$ cat src/rtl/fir_mac_nch.sv
// fir_mac_nch: N-channel FIR multiply-accumulate engine.
// A run walks a shared coefficient ROM once and MACs every channel's streamed
// sample against the same coefficient. The engine then scales, saturates and
// presents the per-channel results with a one-cycle valid pulse.
module fir_mac_nch #(
  parameter int NUM_CH   = 2,
  parameter int NUM_TAPS = 1021,
  parameter int DW       = 16,
  parameter int CW       = 16,
  parameter int OW       = 16,
  parameter int SHIFT    = 15,
  parameter int AW       = 10
) (
  input  logic                 clk,
  input  logic                 rst_n,
  input  logic                 sequencing,
  input  logic [NUM_CH*DW-1:0] data_in,
  input  logic [CW-1:0]        coeff_in,
  output logic [AW-1:0]        addr,
  output logic [NUM_CH*OW-1:0] dout,
  output logic                 out_valid,
  output logic [NUM_CH-1:0]    sat,
  output logic                 busy
);

  localparam int PW    = DW + CW;
  localparam int ACC_W = DW + CW + $clog2(NUM_TAPS);
  localparam int TW    = $clog2(NUM_TAPS);

  localparam logic [TW-1:0] LAST_TAP  = TW'(NUM_TAPS - 1);
  localparam logic [AW-1:0] LAST_ADDR = AW'(NUM_TAPS - 1);

  // Output clamp limits, sign-extended to accumulator width.
  localparam logic signed [ACC_W-1:0] OUT_MAX = {{(ACC_W-OW+1){1'b0}}, {(OW-1){1'b1}}};
  localparam logic signed [ACC_W-1:0] OUT_MIN = {{(ACC_W-OW+1){1'b1}}, {(OW-1){1'b0}}};

  typedef enum logic [1:0] {IDLE, RUN, DRAIN} state_t;

  state_t        state_reg, state_next;
  logic          seq_q;
  logic          start;
  logic          acc_clr, acc_en, load_out;
  logic [TW-1:0] tap_cnt;

  assign start = sequencing & ~seq_q;

  // Edge detector for sequencing. Resetting to 1 means a level that is already
  // high when reset releases is not mistaken for a fresh rising edge.
  always_ff @(posedge clk or negedge rst_n) begin
    if (!rst_n) seq_q <= 1'b1;
    else        seq_q <= sequencing;
  end

  // FSM state register.
  always_ff @(posedge clk or negedge rst_n) begin
    if (!rst_n) state_reg <= IDLE;
    else        state_reg <= state_next;
  end

  // Next state and datapath strobes; dropping sequencing aborts RUN or DRAIN.
  always_comb begin
    state_next = state_reg;
    busy       = 1'b0;
    acc_clr    = 1'b0;
    acc_en     = 1'b0;
    load_out   = 1'b0;
    case (state_reg)
      IDLE: begin
        if (start) begin
          acc_clr    = 1'b1;
          state_next = RUN;
        end
      end
      RUN: begin
        busy = 1'b1;
        if (!sequencing) begin
          state_next = IDLE;
        end else begin
          acc_en = 1'b1;
          if (tap_cnt == LAST_TAP) state_next = DRAIN;
        end
      end
      DRAIN: begin
        busy       = 1'b1;
        load_out   = sequencing;
        state_next = IDLE;
      end
      default: state_next = IDLE;
    endcase
  end

  // ROM address and tap counter. The address leads the accumulate by one cycle
  // to cover the registered ROM read, and it sticks at the last tap.
  always_ff @(posedge clk or negedge rst_n) begin
    if (!rst_n) begin
      addr    <= '0;
      tap_cnt <= '0;
    end else begin
      case (state_reg)
        IDLE: begin
          tap_cnt <= '0;
          addr    <= start ? AW'(1) : '0;
        end
        RUN: begin
          if (!sequencing) begin
            addr <= '0;
          end else begin
            tap_cnt <= tap_cnt + TW'(1);
            if (addr != LAST_ADDR) addr <= addr + AW'(1);
          end
        end
        default: addr <= '0;
      endcase
    end
  end

  // Result strobe: high for the single cycle after dout is loaded.
  always_ff @(posedge clk or negedge rst_n) begin
    if (!rst_n) out_valid <= 1'b0;
    else        out_valid <= load_out;
  end

  genvar gi;
  generate
    for (gi = 0; gi < NUM_CH; gi++) begin : g_ch
      logic signed [DW-1:0]    sample;
      logic signed [PW-1:0]    prod;
      logic signed [ACC_W-1:0] acc_reg;
      logic signed [ACC_W-1:0] shifted;
      logic                    sat_hi, sat_lo;
      logic [OW-1:0]           clamped;
      logic [OW-1:0]           dout_reg;
      logic                    sat_reg;

      assign sample  = $signed(data_in[gi*DW +: DW]);
      assign prod    = sample * $signed(coeff_in);
      assign shifted = acc_reg >>> SHIFT;
      assign sat_hi  = shifted > OUT_MAX;
      assign sat_lo  = shifted < OUT_MIN;
      assign clamped = sat_hi ? OUT_MAX[OW-1:0] :
                       sat_lo ? OUT_MIN[OW-1:0] : shifted[OW-1:0];

      // Channel accumulator; the width covers the worst-case sum, so no wrap.
      always_ff @(posedge clk or negedge rst_n) begin
        if (!rst_n)       acc_reg <= '0;
        else if (acc_clr) acc_reg <= '0;
        else if (acc_en)  acc_reg <= acc_reg + ACC_W'(prod);
      end

      // Scaled, saturated result and flag; both hold until the next completed run.
      always_ff @(posedge clk or negedge rst_n) begin
        if (!rst_n) begin
          dout_reg <= '0;
          sat_reg  <= 1'b0;
        end else if (load_out) begin
          dout_reg <= clamped;
          sat_reg  <= sat_hi | sat_lo;
        end
      end

      assign dout[gi*OW +: OW] = dout_reg;
      assign sat[gi]           = sat_reg;
    end
  endgenerate

endmodule

$ cat config.mk
export PLATFORM = sky130hd
export DESIGN_NAME = fir_mac_nch
export DESIGN_NICKNAME = d
export VERILOG_FILES = /design/src/rtl/fir_mac_nch.sv
export SDC_FILE = /design/constraint.sdc
export NUM_CORES = 2
export LEC_CHECK = 0
export ABC_AREA = 1
export BUFFER_PORTS_ARGS = -buffer_cell sky130_fd_sc_hd__buf_2
export CAP_MARGIN = 10
export CORE_ASPECT_RATIO = 1.5
export CORE_MARGIN = 5
export CORE_UTILIZATION = 45
export CTS_CLUSTER_DIAMETER = 30
export DETAILED_ROUTE_END_ITERATION = 7
export SYNTH_ARGS = -nofsm -noshare
export SYNTH_HDL_FRONTEND = slang
export SYNTH_SLANG_ARGS = --single-unit
$ cat constraint.sdc
create_clock -name clk -period 6.2 [get_ports clk]
set_input_delay 0.93 -clock clk [delete_from_list [all_inputs] [get_ports clk]]
set_output_delay 0.93 -clock clk [all_outputs]
set_load 0.02 [all_outputs]
======== Word level (Yosys, flattened, before mapping) ========
Cells that the tools add are included.
word-level totals
  word-level logic and storage cells ...... 63
  memories ................................ 0
  bits in latches ......................... 0
  input port bits ......................... 51
  register bits ........................... 142
  RAM bits ................................ 0
  output and inout bits ................... 46
  bits in read-only memories .............. 0
operators by class
  order comparisons ....................... 4
  muxes and demuxes ....................... 24
  bitwise logic cells ..................... 4
  multipliers ............................. 2
  shift operators ......................... 0
  div/mod/pow operators ................... 0
  $add $sub $neg .......................... 4
  reduce and logical (&&, ||, !) cells .... 6
  equal/unequal tests ..................... 8
operators by type and width
  operator                 count
  $mux W42                 4
  $add A42 B32 Y42         2
  $mul A16 B16 Y32         2
  $mux W16                 4
  $gt A27 B16 Y1 const B   2
  $lt A27 B16 Y1 const B   2
  $pmux W10 S2             2
  $mux W10                 3
  $add A10 B1 Y10 const B  2
  $eq A10 B10 Y1 const B   1
  $ne A10 B10 Y1 const B   1
  $mux W1                  7
  $mux W2                  3
  $ne A3 B3 Y1 const B     2
  $ne A2 B2 Y1 const B     2
  $pmux W2 S2              1
  $reduce_and A2 Y1        2
  $reduce_bool A2 Y1       2
  $eq A2 B1 Y1 const B     1
  $eq A2 B2 Y1 const B     1
  $logic_not A2 Y1         1
  $or A1 B1 Y1             2
  $reduce_or A2 Y1         1
  $and A1 B1 Y1            1
  $not A1 Y1               1

======== Depth between registers and ports, before layout ========
  depth in word-level cells ............... 5
  mapped depth ............................ 29
  depth with buffers taken out ............ 28

======== Worst setup path after synthesis ========
No wires, ideal clock.
  path type ............................... input to register
  from .................................... input data_in[15]
  to ...................................... register g_ch[0].acc_reg[40]
  arrival ................................. 6.594 ns
  slack ................................... -0.511 ns
  data required time ...................... 6.083 ns
  stages on the path ...................... 24
  buffers on the path ..................... 2
  cells stage by stage .................... buf_2 clkbuf_1 nand2_1 inv_1 fa_1 inv_1 fa_1 fa_1 fa_1 inv_1 fa_1 inv_1 fa_1 inv_1 ha_1 nand2_1 nor3_1 nand2_1 nor2_1 nand3_1 nand3_1 nand2_1 nand3_1 nand2_1
between the ends
  longest elaborated chain between the ends .. 4
ends and longest elaborated chain
  element               line  text
  start, declared       17    input logic [NUM_CH*DW-1:0] data_in,
  $mul A16 B16 Y32      136   assign prod = sample * $signed(coeff_in);
  $add A42 B32 Y42      147   else if (acc_en) acc_reg <= acc_reg + ACC_W'(prod);
  $mux W42              147
  $mux W42              146   else if (acc_clr) acc_reg <= '0;
  end signal, assigned  147
  end, declared         128   logic signed [ACC_W-1:0] acc_reg;
No other way between the ends. The select of a mux whose other input is x is not followed.
A chain may end at the register's enable or synchronous reset.

======== Final worst setup path ========
  from .................................... input data_in[15]
  to ...................................... register g_ch[0].acc_reg[37]
The elaborated chain is that of the path after synthesis.

==> flow_metrics.env <==
export IMPL_coreArea_um2=75100
export IMPL_run_status="finished clean"
export IMPL_ant_nets=0
export IMPL_path_clk_slew_ns=0.06
export IMPL_cap_viol_max_count=0
export IMPL_grt_pass1_vias=28800
export IMPL_crit_top_cell="nand2_1"
export IMPL_num_io_pins=97
export IMPL_cts_hold_buf=0
export IMPL_fin_ws_ns=0.196
export IMPL_postPlaceCellArea_um2=37700
export IMPL_multi_input_area_um2=24900
export IMPL_grtUsageMet3_pct=2.89
export IMPL_cp_max_fo=13
export IMPL_cts_buffers=17
export IMPL_period_share_pct=96.8
export IMPL_grt_overflow_total=0
export IMPL_critPathRequiredTime_ns=6.54
export IMPL_nFillCells=7577
export IMPL_use_met2_pct=41.0
export IMPL_root_buffer="clkbuf_16"
export IMPL_die_x_um=235
export IMPL_regArea_um2=3550
export IMPL_first_pass_iters=5
export IMPL_slowest_stage="fa_2"
export IMPL_die_area_um2=81400
export IMPL_worstHoldPathType="flop to flop"
export IMPL_synth_async_sr_flop_share_pct=100
export IMPL_finalClockSkew_ns=0.0189
export IMPL_critPathMaxStageDelay_ns=0.66
export IMPL_path_cells="clkbuf_4 -> nand2_1 -> inv_1 -> fa_2 -> inv_1 -> fa_2 -> fa_2 -> fa_2 -> inv_2 -> fa_1 -> inv_1 -> fa_1 -> inv_1 -> ha_4 -> nand2_1 -> nor2_1 -> buf_4 -> nand2_1 -> nor2_2 -> nand3_2 -> nand3_1 -> nand2_1 -> nand3_1 -> nand2_1"
export IMPL_cts_sinks=142
export IMPL_routedWlPerCell_um=16.2
export IMPL_period_needed_ns=6.00
export IMPL_grt_pass1_wl_um=154000
export IMPL_drt_total_wl_um=93800
export IMPL_drv_slew=0
export IMPL_vias=27400
export IMPL_netlist_area_um2=34100
export IMPL_syn_instance_count=4502
export IMPL_synth_top_area_share_pct=39.7
export IMPL_drive_gt1_share_pct=10.8
export IMPL_final_area_um2=38400
export IMPL_hp_start="g_ch[0].dout_reg[7]"
export IMPL_largest_register_ffs=84
export IMPL_yosys_warnings=0
export IMPL_cp_startpoint="data_in[15]"
export IMPL_setup_violations=0
export IMPL_yosysMostFrequentCell="inv_1"
export IMPL_viasPerCell=4.73
export IMPL_cts_tree="yes"
export IMPL_worst_pin_slew_ns=0.959
export IMPL_crit_type="primary input to flop"
export IMPL_worstSetupEndpointType="flop"
export IMPL_place_gp_congestion=0.954
export IMPL_ys_seq_area_share_pct=10.4
export IMPL_gr_max_usage_layer="met2"
export IMPL_reg2reg_from="g_ch[1].acc_reg[15]"
export IMPL_io_buffers=96
export IMPL_arrival_ns=6.34
export IMPL_dp_slack_ns=-0.412
export IMPL_finalHoldViolations=0
export IMPL_fmax_mhz=167
export IMPL_start_util_pct=45.3
export IMPL_place_hpwl_um=81300
export IMPL_clk_latency_ns=0.47
export IMPL_antenna_found_initial=1
export IMPL_finalSetupTns_ns=0
export IMPL_die_h_um=347
export IMPL_clockBufferDepth=2
export IMPL_synth_edf_count=0
export IMPL_critical_path_buf_inv_count=7
export IMPL_synth_area_leaders="fa_1 (40%), inv_1 (15%), nand2_1 (15%)"
export IMPL_htreeDepth=4
export IMPL_synthesis_nets=5474
export IMPL_synth_common_cells="inv_1 (1,352), nand2_1 (1,323), fa_1 (676), ha_1 (245), nor2_1 (209)"
export IMPL_ys_types=46
export IMPL_ys_flop_type="dfrtp_1"
export IMPL_gr_usage_met1_pct=30.3
export IMPL_syn_to_final_growth_pct=12.8
export IMPL_ys_ff_latch=142
export IMPL_fin_hold_ws_ns=0.476
export IMPL_grt_max_degree=63
export IMPL_slew_headroom_pct=36.0
export IMPL_synth_top_area_cell="fa_1"
export IMPL_syn_avg_cell_area_um2=7.57
export IMPL_drtIter0Drc=1463
export IMPL_grt_usage_pct=23.6
export IMPL_cp_start_kind="primary input"
export IMPL_rows=123
export IMPL_drc=0
export IMPL_nets=5745
export IMPL_rsz0062_at_grt="true"
export IMPL_cp_top_family="adder cells"
what timing repair did:
| action | 4_1_cts | 5_1_grt |
|---|---|---|
| gates resized for setup | 0 | 27 |
| buffers inserted | 0 | 2 |
| endpoints found under the setup margin | 0 | 34 |
tightest hold or removal path: stages, from the launching register on:
cell     delay [ns]
dfrtp_1        0.34
nand2_1        0.05
nand2_1        0.06
metal layers:
metal  vias up  part of all wire, %
met5         -                    0
met4         0                  4.5
met3       143                  4.5
met2       583                   50
met1     13300                   41
li1      13300                    -
cells by family (layout without fill, tap and decap cells):
logic type / count (synthesis) / in the layout / share of synthesized area, %
AO/OA/AOI/OAI: 213 / 213 / 3.89
adder cells (fa/ha/maj): 921 / 921 / 48.7
buffers and inverters: 1499 / 1783 / 16.7
AND/OR/NAND/NOR: 1725 / 1725 / 20.2
other: 0 / 1 / 0
XOR/XNOR: 2 / 2 / 0.0514
flip-flops: 142 / 142 / 10.4
cells in the final DEF, fill, tap and decap left out, types with 4 or more instances in the layout:
| master | Yosys | final |
|---|---|---|
| nor2_1 | 209 | 196 |
| o21ai_1 | 6 | 6 |
| inv_6 | 0 | 6 |
| clkbuf_4 | 0 | 8 |
| inv_1 | 1352 | 1350 |
| a22o_1 | 10 | 10 |
| clkbuf_16 | 0 | 17 |
| a21oi_2 | 8 | 8 |
| nand3_2 | 7 | 8 |
| fa_1 | 676 | 666 |
| ha_1 | 245 | 242 |
| nand3b_1 | 20 | 20 |
| a21oi_1 | 76 | 76 |
| nand2_2 | 16 | 19 |
| or2_2 | 8 | 8 |
| o21bai_1 | 16 | 16 |
| a32o_1 | 6 | 6 |
| nor2_2 | 6 | 19 |
| dfrtp_1 | 141 | 141 |
| nand3_1 | 96 | 95 |
| buf_4 | 3 | 277 |
| fa_2 | 0 | 10 |
| nor4_1 | 4 | 4 |
| nor3_2 | 2 | 4 |
| buf_12 | 0 | 18 |
| nand4_1 | 25 | 25 |
| nand2_1 | 1323 | 1320 |
| o21ai_0 | 67 | 67 |
| inv_2 | 5 | 7 |
| buf_2 | 18 | 86 |
| inv_8 | 0 | 4 |
| nor3_1 | 8 | 6 |
path summary, 6_finish.rpt:
path | endpoint | slack (ns) | cells past startpoint
setup / recovery | g_ch[0].acc_reg[37] | 0.20 | 24
hold / removal | g_ch[0].dout_reg[7] | 0.48 | 2
setup reg to reg | g_ch[1].acc_reg[32] | 1.20 | 20
hold reg to reg | g_ch[0].dout_reg[7] | 0.48 | 2
max in group asynchronous | g_ch[1].acc_reg[9] | 4.58 | 2
min in group asynchronous | g_ch[0].acc_reg[23] | 0.51 | 1
cell type report:
class	count	area share, %
inverter	1359	13.3
clock inverter	14	0.436
multi-input combinational	2861	64.9
tap	1000	3.26
sequential	142	9.25
clock buffer	18	1.14
timing repair buffer	392	7.71
antenna	1	0.00651
stage by stage:
step                std cells  utilization (%)
global placement         5752             50.2
detailed placement       5752             50.2
finish                   5787             51.2
floorplan                4502                -
CTS                      5784             51.0
global route             5786             51.2
Power is left out: the tool's default activity adds up to more than one toggle a clock period on the data nets, which glitch-free logic cannot reach.
